`config.mk`:
```
export PLATFORM = sky130hd
export DESIGN_NAME = piso_tx
export DESIGN_NICKNAME = d
export VERILOG_FILES = /design/src/rtl/piso_tx_pkg.sv /design/src/rtl/piso_tx_bit_tick.sv /design/src/rtl/piso_tx.sv
export SDC_FILE = /design/constraint.sdc
export NUM_CORES = 1
export LEC_CHECK = 0
export ABC_AREA = 1
export CAP_MARGIN = 5
export CELL_PAD_IN_SITES_DETAIL_PLACEMENT = 0
export CELL_PAD_IN_SITES_GLOBAL_PLACEMENT = 1
export CORE_MARGIN = 5
export CORE_UTILIZATION = 33
export CTS_CLUSTER_DIAMETER = 30
export CTS_CLUSTER_SIZE = 8
export DETAILED_ROUTE_END_ITERATION = 10
export PLACE_DENSITY = 0.64
export SLEW_MARGIN = 5
export SYNTH_ARGS = -nofsm -noshare
export SYNTH_HDL_FRONTEND = slang
export SYNTH_HIERARCHICAL = 1
export SYNTH_SLANG_ARGS = --single-unit
export TNS_END_PERCENT = 50
```
`constraint.sdc`:
```
create_clock -name clk -period 2.5 [get_ports clk]
set_clock_uncertainty 0.2 [all_clocks]
set_input_delay 0.25 -clock clk [delete_from_list [all_inputs] [get_ports clk]]
set_output_delay 0.25 -clock clk [all_outputs]
set_load 0.01 [all_outputs]
```
`src/rtl/piso_tx_pkg.sv`:
```
// Shared types and sizing helpers for the piso_tx serial frame transmitter.
package piso_tx_pkg;

  typedef enum logic [1:0] {
    IDLE  = 2'd0,
    START = 2'd1,
    DATA  = 2'd2,
    STOP  = 2'd3
  } state_t;

  // Counter width that never collapses to zero bits, so DIV=1 or w=1 still build.
  function automatic int unsigned cntw(input int unsigned n);
    return (n <= 1) ? 1 : $clog2(n);
  endfunction

endpackage

```
`src/rtl/piso_tx_bit_tick.sv`:
```
// Bit-period timer: counts 0..DIV-1 while enabled and flags the terminal count.
module piso_tx_bit_tick
  import piso_tx_pkg::*;
#(
  parameter int unsigned DIV = 4
) (
  input  logic clk,
  input  logic rstb,
  input  logic clr,
  input  logic en,
  output logic tick_c
);

  localparam int unsigned TW = cntw(DIV);
  localparam logic [TW-1:0] TERM = TW'(DIV - 1);

  logic [TW-1:0] cnt;

  assign tick_c = en && (cnt == TERM);

  always_ff @(posedge clk or negedge rstb) begin
    if (!rstb) begin
      cnt <= '0;
    end else if (clr) begin
      cnt <= '0;
    end else if (en) begin
      cnt <= tick_c ? '0 : cnt + TW'(1);
    end
  end

endmodule

```
`src/rtl/piso_tx.sv`:
```
// Parallel-in serial-out transmitter: start bit, w data bits, stop bit, DIV clocks per bit.
module piso_tx
  import piso_tx_pkg::*;
#(
  parameter int unsigned w    = 8,
  parameter int unsigned DIV  = 4,
  parameter int unsigned MSBF = 0
) (
  input  logic         clk,
  input  logic         rstb,
  input  logic [w-1:0] d,
  input  logic         ld,
  input  logic         clr,
  output logic         tx,
  output logic         busy,
  output logic         done
);

  localparam int unsigned IW   = cntw(w);
  localparam logic [IW-1:0] LAST = IW'(w - 1);
  localparam int unsigned OB   = (MSBF != 0) ? w - 1 : 0;

  state_t        state, state_n;
  logic [w-1:0]  sr, sr_n;
  logic [IW-1:0] idx, idx_n;
  logic          tx_n, busy_n, done_n;
  logic          tick_c;

  piso_tx_bit_tick #(.DIV(DIV)) u_tick (
    .clk    (clk),
    .rstb   (rstb),
    .clr    (clr),
    .en     (state != IDLE),
    .tick_c (tick_c)
  );

  // Next-state and next-output logic; the head of sr is always the next data bit.
  always_comb begin
    state_n = state;
    sr_n    = sr;
    idx_n   = idx;
    tx_n    = tx;
    busy_n  = busy;
    done_n  = 1'b0;
    if (clr) begin
      state_n = IDLE;
      tx_n    = 1'b1;
      busy_n  = 1'b0;
      idx_n   = '0;
    end else begin
      case (state)
        IDLE: begin
          if (ld) begin
            state_n = START;
            sr_n    = d;
            tx_n    = 1'b0;
            busy_n  = 1'b1;
          end
        end
        START: begin
          if (tick_c) begin
            state_n = DATA;
            tx_n    = sr[OB];
            sr_n    = (MSBF != 0) ? (sr << 1) : (sr >> 1);
            idx_n   = '0;
          end
        end
        DATA: begin
          if (tick_c) begin
            if (idx == LAST) begin
              state_n = STOP;
              tx_n    = 1'b1;
              idx_n   = '0;
            end else begin
              tx_n  = sr[OB];
              sr_n  = (MSBF != 0) ? (sr << 1) : (sr >> 1);
              idx_n = idx + IW'(1);
            end
          end
        end
        STOP: begin
          if (tick_c) begin
            state_n = IDLE;
            tx_n    = 1'b1;
            busy_n  = 1'b0;
            done_n  = 1'b1;
          end
        end
        default: state_n = IDLE;
      endcase
    end
  end

  always_ff @(posedge clk or negedge rstb) begin
    if (!rstb) begin
      state <= IDLE;
      sr    <= '0;
      idx   <= '0;
      tx    <= 1'b1;
      busy  <= 1'b0;
      done  <= 1'b0;
    end else begin
      state <= state_n;
      sr    <= sr_n;
      idx   <= idx_n;
      tx    <= tx_n;
      busy  <= busy_n;
      done  <= done_n;
    end
  end

endmodule

```
==> results of run 1 <==
## layout make-up
class,count,area [sq um]
clock buffers,4,26.3
fillers,330,1810
inverters,18,67.6
multi-input cells,91,543
flip-flops and latches,18,452
well taps,44,55.1
repair buffers,15,148
## power breakdown
group / internal [W] / switching, W / leakage (nW) / total (W)
Sequential: 0.000409 / 0.0000731 / 0.229 / 0.000482
Combinational: 0.000292 / 0.000445 / 0.395 / 0.000737
Clock: 0.0000620 / 0.0000913 / 0.0150 / 0.000153
## metrics by stage
step           area [sq um]  cells  hold WS [ns]  utilization
5_1_grt                1290    190        0.0724        0.416
6_report               1290    190        0.0714        0.416
2_1_floorplan          1080    128        -0.246            -
4_1_cts                1290    190        0.0718        0.416
3_5_place_dp           1260    186         0.272        0.408
3_3_place_gp           1260    186         0.264        0.408
## registers in the layout, summed over array words and instances, names as in the netlist
| name | count |
|---|---|
| busy | 1 |
| done | 1 |
| idx | 3 |
| sr | 8 |
| state | 2 |
| tx | 1 |
| u_tick/cnt | 2 |
## worst max-delay path, stage by stage (launching register included)
cell	delay, ns
dfrtp_1	0.44
inv_1	0.10
ha_1	0.25
inv_1	0.17
nand2_1	0.09
inv_1	0.09
inv_1	0.07
o21ai_2	0.08
nand3_4	0.23
nand2_1	0.15
o21ai_2	0.06
## cells by family after synthesis
logic type,count (synthesis),share of synthesized area
flops,18,0.419
simple gates,56,0.244
fa+ha+maj,8,0.0929
compound gates,27,0.167
buf+inv,19,0.0766
## placed cells by master (no fill, tap or decap)
cell,instances
nand2_2,3
clkbuf_4,3
o21ai_2,10
nand4_1,2
nand3_1,7
a21oi_2,2
inv_1,15
nand3_4,1
clkdlybuf4s50_1,14
nand2_1,28
nor2_1,8
o21ai_0,9
inv_2,3
or2_2,7
clkbuf_1,1
ha_1,8
o21ai_1,3
dfstp_2,1
dfrtp_1,17
a21oi_1,3
buf_4,1
## worst max-delay path by stage
stage	depth (start not counted)	start	endpoint	slack [ns]
2_1_floorplan	11	state[0]$_DFFE_PN0P_	sr[1]$_DFFE_PN0P_	0.68
3_3_place_gp	10	state[0]$_DFFE_PN0P_	sr[3]$_DFFE_PN0P_	0.56
3_5_place_dp	10	state[0]$_DFFE_PN0P_	sr[4]$_DFFE_PN0P_	0.47
4_1_cts	10	state[0]$_DFFE_PN0P_	sr[7]$_DFFE_PN0P_	0.45
5_1_grt	10	state[0]$_DFFE_PN0P_	sr[7]$_DFFE_PN0P_	0.28
6_report	10	state[0]$_DFFE_PN0P_	sr[7]$_DFFE_PN0P_	0.47
## layer usage
metal | vias up | share of wire | global-route usage
li1 | 444 | - | -
met1 | 390 | 0.47 | 0.137
met2 | 12 | 0.48 | 0.188
met3 | 2 | 0.044 | 0.0283
met4 | 0 | 0.0081 | 0.0532
met5 | - | 0 | 0
==> key figures, run 1 <==
Die
  – Die ar.: 4510 sq um
  – Die X: roughly 67 microns
  – Row count: 20
  – Initial Utilization: 0.347
  – Top Ports: 15
  – Die Height: 67.1 microns
  – Core region area: 3100 sq um

Detailed routing
  – DRC viols: 0
  – Count of routing violations after the opening detailed-route iteration: 25
  – DRT Wirelength: about 2100 microns
  – Routed Antenna Nets: 0
  – Via count: roughly 850
  – DRT Pass-1 Iters: 4
  – Vias per inst: 4.46
  – WL/cell: 11.0 microns

CTS
  – CTS resizes: 0
  – CTS clk-pin slew, worst paths: approximately 0.11 ns
  – CTS tree: yes
  – Setup bufs post-CTS: 0
  – CTS buffer count: 3
  – Htree depth: 1
  – CTS Hold Buffers Added: 0
  – Root buf cell: clkbuf_4
  – Skew-Pair Late Insertion Delay: 0.29 ns
  – Num Clock Sinks: 18
  – Maximum buffer depth of the clock tree: 2

Logic synthesis
  – Area share of the largest cell type after synthesis: 0.395
  – EDFF count, synth: 0
  – Top_reg_cell synth: dfrtp_1
  – YS warnings: 6
  – Post-synthesis register bit count: 18
  – Post-synthesis cell area: 1080 sq um
  – Most common cell in the synthesized netlist: nand2_1
  – Avg Cell Area, Syn: 8.42 sq um
  – Synth cell count leaders: nand2_1 (28), dfrtp_1 (17), inv_1 (15), o21ai_2 (10), o21ai_0 (9)
  – Synth Instances: 128
  – Cell taking the most area after synthesis: dfrtp_1
  – Syn Nets: 148
  – Sequential area share after synthesis: 0.419
  – Top cells by area, synth: dfrtp_1 (39%), nand2_1 (9.8%), ha_1 (9.3%)
  – Synth async-reset ratio: 1.00
  – Synth cell types: 18

Setup path
  – Crit path capture type: flip-flop
  – R2R setup slack: 0.47 ns
  – Reg2reg end: sr[7]$_DFFE_PN0P_
  – Worst r2r src: state[0]$_DFFE_PN0P_
  – CP Data Required Time: 2.48 ns
  – Critical path class: flip-flop to flip-flop
  – Crit path max fanout: 16
  – Startpoint Class: flip-flop
  – R2r worst-path depth: 10
  – Crit path DAT: 2.01 ns

STA
  – Pins Over Slew Limit: 0
  – Worst Tran Pin Value: 0.280 ns
  – F_max: 0.493 GHz
  – Final period util: 0.811
  – Slew HR: 0.813
  – Unrepaired setup endpoints after global routing: no
  – TNS Setup: 0 ns
  – Worst setup margin: 0.473 ns
  – Tmin final: a little over 2 ns
  – # setup viols final: 0
  – Hold Vio Cnt, Final: 0

Worst hold path
  – Hold Crit Class: input port to asynchronous set/reset pin

Place
  – Detailed placement HPWL: 1620 microns
  – Place WS: 0.472 ns
  – # port buffers: 14
  – GP Congestion: 0.737

Global routing
  – Total Routing Usage GR: 0.113
  – Initial antenna violation count: 0
  – Largest net degree at the start of global routing: 19
  – Vias in the first global route: just under 900
  – Total global routing overflow: 0
  – First-pass GRT wire length: around 3800 microns

Power
  – Power Density: 1060 nW/um^2
  – VDD IR max: about 380 uV
  – LEAKAGE: 0.640 nW
  – Total power: 0.00137 W

Status
  – Status: complete, no violations

Cells and area
  – Layout cell share with drive strength beyond 1: 0.212
  – # nets final: 167
  – Antenna Cells: 0
  – Area Growth Syn to Fin: 19.9%

Flow run
  – Max-cap violations: 0
No activity file was read; power rests on OpenSTA's default activity.
==> inputs of run 2 (changes only) <==
PLACE_DENSITY = 0.67   (was 0.64)
clock period = 1.85 ns   (was 2.5 ns; I/O delays follow)
==> key figures, run 2 (same netlist as run 1, synthesis figures left out) <==
STA
  – F_max: between 0.5 and 0.6 GHz
  – Unrepaired setup endpoints after global routing: yes
  – Worst setup margin: 0.112 ns
  – Slew HR: 0.701
  – Tmin final: 1.74 ns
  – Final period util: 0.940
  – # setup viols final: 0
  – TNS Setup: 0 ns
  – Hold Vio Cnt, Final: 7
  – Hold slack: -0.0120 ns
  – Worst Tran Pin Value: 0.447 ns
  – Pins Over Slew Limit: 0

Setup path
  – Crit-path slowest cell: dfstp_2
  – WP buf/inv: 1
  – Startpoint Class: flip-flop
  – Worst path top cell family by delay: flip-flops
  – R2R setup slack: 0.11 ns
  – Crit path capture type: primary output
  – Worst path depth: 1
  – Crit path DAT: 1.35 ns
  – Critical path class: flip-flop to primary output
  – Crit path largest cell delay: 0.54 ns
  – Worst r2r src: idx[0]$_DFFE_PN0P_
  – Crit path max fanout: 2
  – CP Data Required Time: 1.46 ns
  – CP Cell Sequence: clkdlybuf4s50_1
  – R2r worst-path depth: 6
  – Reg2reg end: sr[6]$_DFFE_PN0P_

Status
  – Failing checks: hold timing
  – Status: finished with violations

Die
  – Die X: 67.1 microns
  – Die ar.: about 4500 sq um
  – Row count: 20
  – Top Ports: 15
  – Die Height: 67.1 microns
  – Core region area: slightly above 3000 sq um
  – Initial Utilization: 0.347

Cells and area
  – Finished Core Util: 0.442
  – # nets final: between 150 and 200
  – Max reg flops: 8
  – Antenna Cells: 0
  – Area Growth Syn to Fin: 27.3%
  – Most common cell after layout, fill and taps aside: nand2_1
  – Most flop-heavy register: sr
  – Non-filler instance count after layout: 196
  – Commonest cells after routing, fill and taps aside: nand2_1 (27), dfrtp_1 (17), inv_1 (14), clkdlybuf4s50_1 (14)
  – Layout cell share with drive strength beyond 1: 0.276
  – Finished layout cell area: 1370 sq um
  – Largest regs: sr x8, idx x3

Detailed routing
  – DRC viols: 0
  – Count of routing violations after the opening detailed-route iteration: 36
  – DRT Pass-1 Iters: 4
  – Via count: about 910
  – Routed Antenna Nets: 0
  – Vias per inst: 4.63
  – DRT Wirelength: approximately 2200 microns
  – WL/cell: between 10 and 15 microns

CTS
  – CTS tree: yes
  – Htree depth: 1
  – Num Clock Sinks: 18
  – Root buf cell: clkbuf_4
  – Maximum buffer depth of the clock tree: 2
  – Skew-Pair Late Insertion Delay: 0.29 ns
  – CTS clk-pin slew, worst paths: 0.11 ns
  – CTS buffer count: 3
  – Setup bufs post-CTS: 0

Flow run
  – Max-cap violations: 0

Place
  – GP Congestion: 0.868
  – Place WS: 0.0710 ns
  – # port buffers: 14
  – Placed Cells: 191
  – Post-DP Area: between 1000 and 1500 sq um
  – Detailed placement HPWL: 1670 microns

Power
  – VDD IR max: around 570 uV
  – LEAKAGE: 0.676 nW
  – Power Density: between 1000 and 1500 nW/um^2

Global routing
  – First-pass GRT wire length: between 3000 and 4000 microns
  – Vias in the first global route: 918
  – Largest net degree at the start of global routing: 17
  – Total global routing overflow: 0
  – Total Routing Usage GR: 0.118
  – Initial antenna violation count: 0

Worst hold path
  – Hold Crit Class: input port to asynchronous set/reset pin
## run 2: cell types whose count changed in the layout (fill, tap and decap cells not counted)
cell / delta
o21ai_4: +1
inv_1: -1
nor2_1: -1
nand3_4: +1
nor2_2: +1
ha_2: +1
clkbuf_1: -1
nand2_2: +1
buf_4: +5
inv_2: +1
o21ai_2: -1
clkbuf_8: +1
ha_1: -1
nand2_1: -1
## run 2: area by class of cell
class | count | area, sq um
Tap cell | 44 | 55.1
Clock buffer | 4 | 36.3
Timing Repair Buffer | 20 | 185
Multi-Input combinational cell | 92 | 576
Fill cell | 328 | 1730
Sequential cell | 18 | 452
Inverter | 18 | 67.6
## run 2: worst max path at each step
stage	from	endpoint	slack, ns
2_1_floorplan	state[0]$_DFFE_PN0P_	sr[1]$_DFFE_PN0P_	0.03
6_report	tx$_DFFE_PN1P_	tx	0.11
4_1_cts	state[1]$_DFFE_PN0P_	state[0]$_DFFE_PN0P_	0.06
5_1_grt	state[0]$_DFFE_PN0P_	sr[5]$_DFFE_PN0P_	-0.02
3_3_place_gp	state[1]$_DFFE_PN0P_	state[0]$_DFFE_PN0P_	0.07
3_5_place_dp	state[0]$_DFFE_PN0P_	sr[6]$_DFFE_PN0P_	0.07
## run 2: power by group
part	leakage, nW	switching, W	total [W]	internal (W)
logic	0.426	0.000653	0.00114	0.000482
clock network	0.0210	0.000127	0.000247	0.000120
registers	0.229	0.0000876	0.000641	0.000553
## run 2: metrics by stage
step / hold slack (ns) / total power, W
finish: -0.0120 / 0.00202
global route: 0.0237 / 0.00224
CTS: 0.00200 / 0.00198
detailed placement: 0.268 / 0.00173
global placement: 0.260 / 0.00171
floorplan: -0.311 / 0.00144
## run 2: metal layers
layer | track usage | share of wire
met2 | 0.204 | 0.48
met5 | 0 | 0
met4 | 0.0532 | 0.013
met3 | 0.0200 | 0.042
met1 | 0.143 | 0.47
## run 2: repair_timing
action,4_1_cts,5_1_grt
hold buffers,0,0
setup endpoints to repair,0,12
gates resized for setup,0,6
==> inputs of run 3 (changes only) <==
PLACE_DENSITY = 0.64   (was 0.67)
clock period = 1.65 ns   (was 1.85 ns; I/O delays follow)
==> key figures, run 3 (same netlist as run 1, synthesis figures left out) <==
CTS
  – Skew-Pair Late Insertion Delay: 0.30 ns
  – Maximum buffer depth of the clock tree: 2
  – Num Clock Sinks: 18
  – Htree depth: 1
  – Root buf cell: clkbuf_4
  – CTS tree: yes
  – CTS clk-pin slew, worst paths: 0.10 ns
  – CTS buffer count: 3

Setup path
  – Worst r2r src: state[1]$_DFFE_PN0P_
  – R2R setup slack: 0.005 ns
  – CP Data Required Time: 1.64 ns
  – Startpoint Class: flip-flop
  – Crit path capture type: flip-flop
  – Worst path top cell family by delay: flip-flops
  – Crit path DAT: 1.64 ns
  – Critical path class: flip-flop to flip-flop
  – WP buf/inv: 1
  – Crit path max fanout: 8
  – Crit-path slowest cell: dfrtp_2
  – CP Cell Sequence: buf_6 > ha_4 > o21ai_4 > nand3_4 > nand2_2 > o21ai_2
  – Setup crit start: state[1]$_DFFE_PN0P_
  – Crit path largest cell delay: between 0.4 and 0.5 ns

Global routing
  – Vias in the first global route: roughly 1000
  – Total global routing overflow: 0
  – First-pass GRT wire length: 4490 microns
  – Total Routing Usage GR: 0.130
  – Initial antenna violation count: 0
  – Largest net degree at the start of global routing: 19

Place
  – Placed Cells: 195
  – # port buffers: 14
  – GP Congestion: just under 0.8
  – Detailed placement HPWL: 1700 microns
  – Post-DP Area: 1350 sq um

Cells and area
  – Antenna Cells: 0
  – Non-filler instance count after layout: 205
  – Largest regs: sr x8, idx x3
  – Most common cell after layout, fill and taps aside: nand2_1
  – # nets final: roughly 180
  – Finished Core Util: 0.510
  – Max reg flops: 8
  – Most flop-heavy register: sr
  – Commonest cells after routing, fill and taps aside: nand2_1 (18), dfrtp_1 (16), clkdlybuf4s50_1 (13)
  – Layout cell share with drive strength beyond 1: 0.466
  – Area Growth Syn to Fin: 46.9%
  – Finished layout cell area: 1580 sq um

Die
  – Die ar.: around 4500 sq um
  – Die Height: 67.1 microns
  – Top Ports: 15
  – Die X: 67.1 microns
  – Core region area: 3100 sq um
  – Initial Utilization: 0.347
  – Row count: 20

Power
  – Power Density: ~1700 nW/um^2
  – VDD IR max: 552 uV
  – LEAKAGE: approximately 0.74 nW

Detailed routing
  – DRT Pass-1 Iters: 4
  – Vias per inst: 4.62
  – Routed Antenna Nets: 0
  – Via count: between 900 and 1000
  – WL/cell: around 12 microns
  – DRC viols: 0
  – DRT Wirelength: between 2000 and 3000 microns
  – Count of routing violations after the opening detailed-route iteration: 30

STA
  – Slew HR: 0.826
  – TNS Setup: 0 ns
  – Hold Vio Cnt, Final: 0
  – Unrepaired setup endpoints after global routing: yes
  – # setup viols final: 0
  – Pins Over Slew Limit: 0
  – Tmin final: 1.65 ns
  – Final period util: 0.997
  – Worst Tran Pin Value: 0.260 ns
  – Hold slack: roughly 0.22 ns
  – F_max: ~0.61 GHz

Status
  – Status: complete, no violations

Worst hold path
  – Worst hold start: d[7]
  – Hold Crit Class: input port to flip-flop

Flow run
  – Max-cap violations: 0
run 3: cell count changes in the layout (fill, tap and decap cells not counted), moves of 3 or more:
cell | previous run | this run
nand2_1 | 27 | 18
ha_1 | 7 | 1
nand2_4 | 0 | 3
buf_4 | 6 | 12
ha_4 | 0 | 4
inv_1 | 14 | 9
o21ai_0 | 9 | 6
nand2_2 | 4 | 10
inv_4 | 0 | 3
run 3: path summary, 6_finish.rpt:
kind,endpoint,depth (start not counted)
min,sr[7]$_DFFE_PN0P_,3
min in group asynchronous,busy$_DFFE_PN0P_,3
max reg2reg,sr[3]$_DFFE_PN0P_,6
max in group asynchronous,tx$_DFFE_PN1P_,3
max,sr[3]$_DFFE_PN0P_,6
min reg2reg,sr[3]$_DFFE_PN0P_,2
run 3: worst reg2reg max path: stages, from the launching register on:
cell	delay, ns
dfrtp_2	0.44
buf_6	0.13
ha_4	0.19
o21ai_4	0.23
nand3_4	0.19
nand2_2	0.12
o21ai_2	0.05
run 3: repair_timing:
item                       CTS  global route
hold endpoints to repair    17             0
setup buffers                1             3
setup endpoints to repair   14            14
gates cloned                 1             0
gates resized for setup     11            33
hold buffers                 1             0
pin swaps                    3            12
run 3: layout make-up:
class | count | area [sq um]
Inverter | 18 | 75.1
Clock buffer | 4 | 26.3
Fill cell | 324 | 1520
Tap cell | 44 | 55.1
Multi-Input combinational cell | 92 | 712
Timing Repair Buffer | 29 | 262
Sequential cell | 18 | 453
run 3: report_power, final:
part	internal, W	switching, W	total [W]
clock	0.0000942	0.000139	0.000234
combinational	0.000756	0.000896	0.00165
sequential	0.000623	0.000118	0.000741
run 3: through the flow:
stage          total power [W]  setup WS [ns]
4_1_cts                0.00241        -0.0168
6_report               0.00263        0.00496
3_3_place_gp           0.00203        -0.0515
5_1_grt                0.00288        -0.0624
3_5_place_dp           0.00205        -0.0670
2_1_floorplan          0.00168         0.0176
run 3: per-layer routing:
metal / track usage / wire length, microns
met2: 0.216 / 1160
met4: 0.0532 / 82
met1: 0.167 / 1180
met3: 0.0216 / 109
met5: 0 / 0
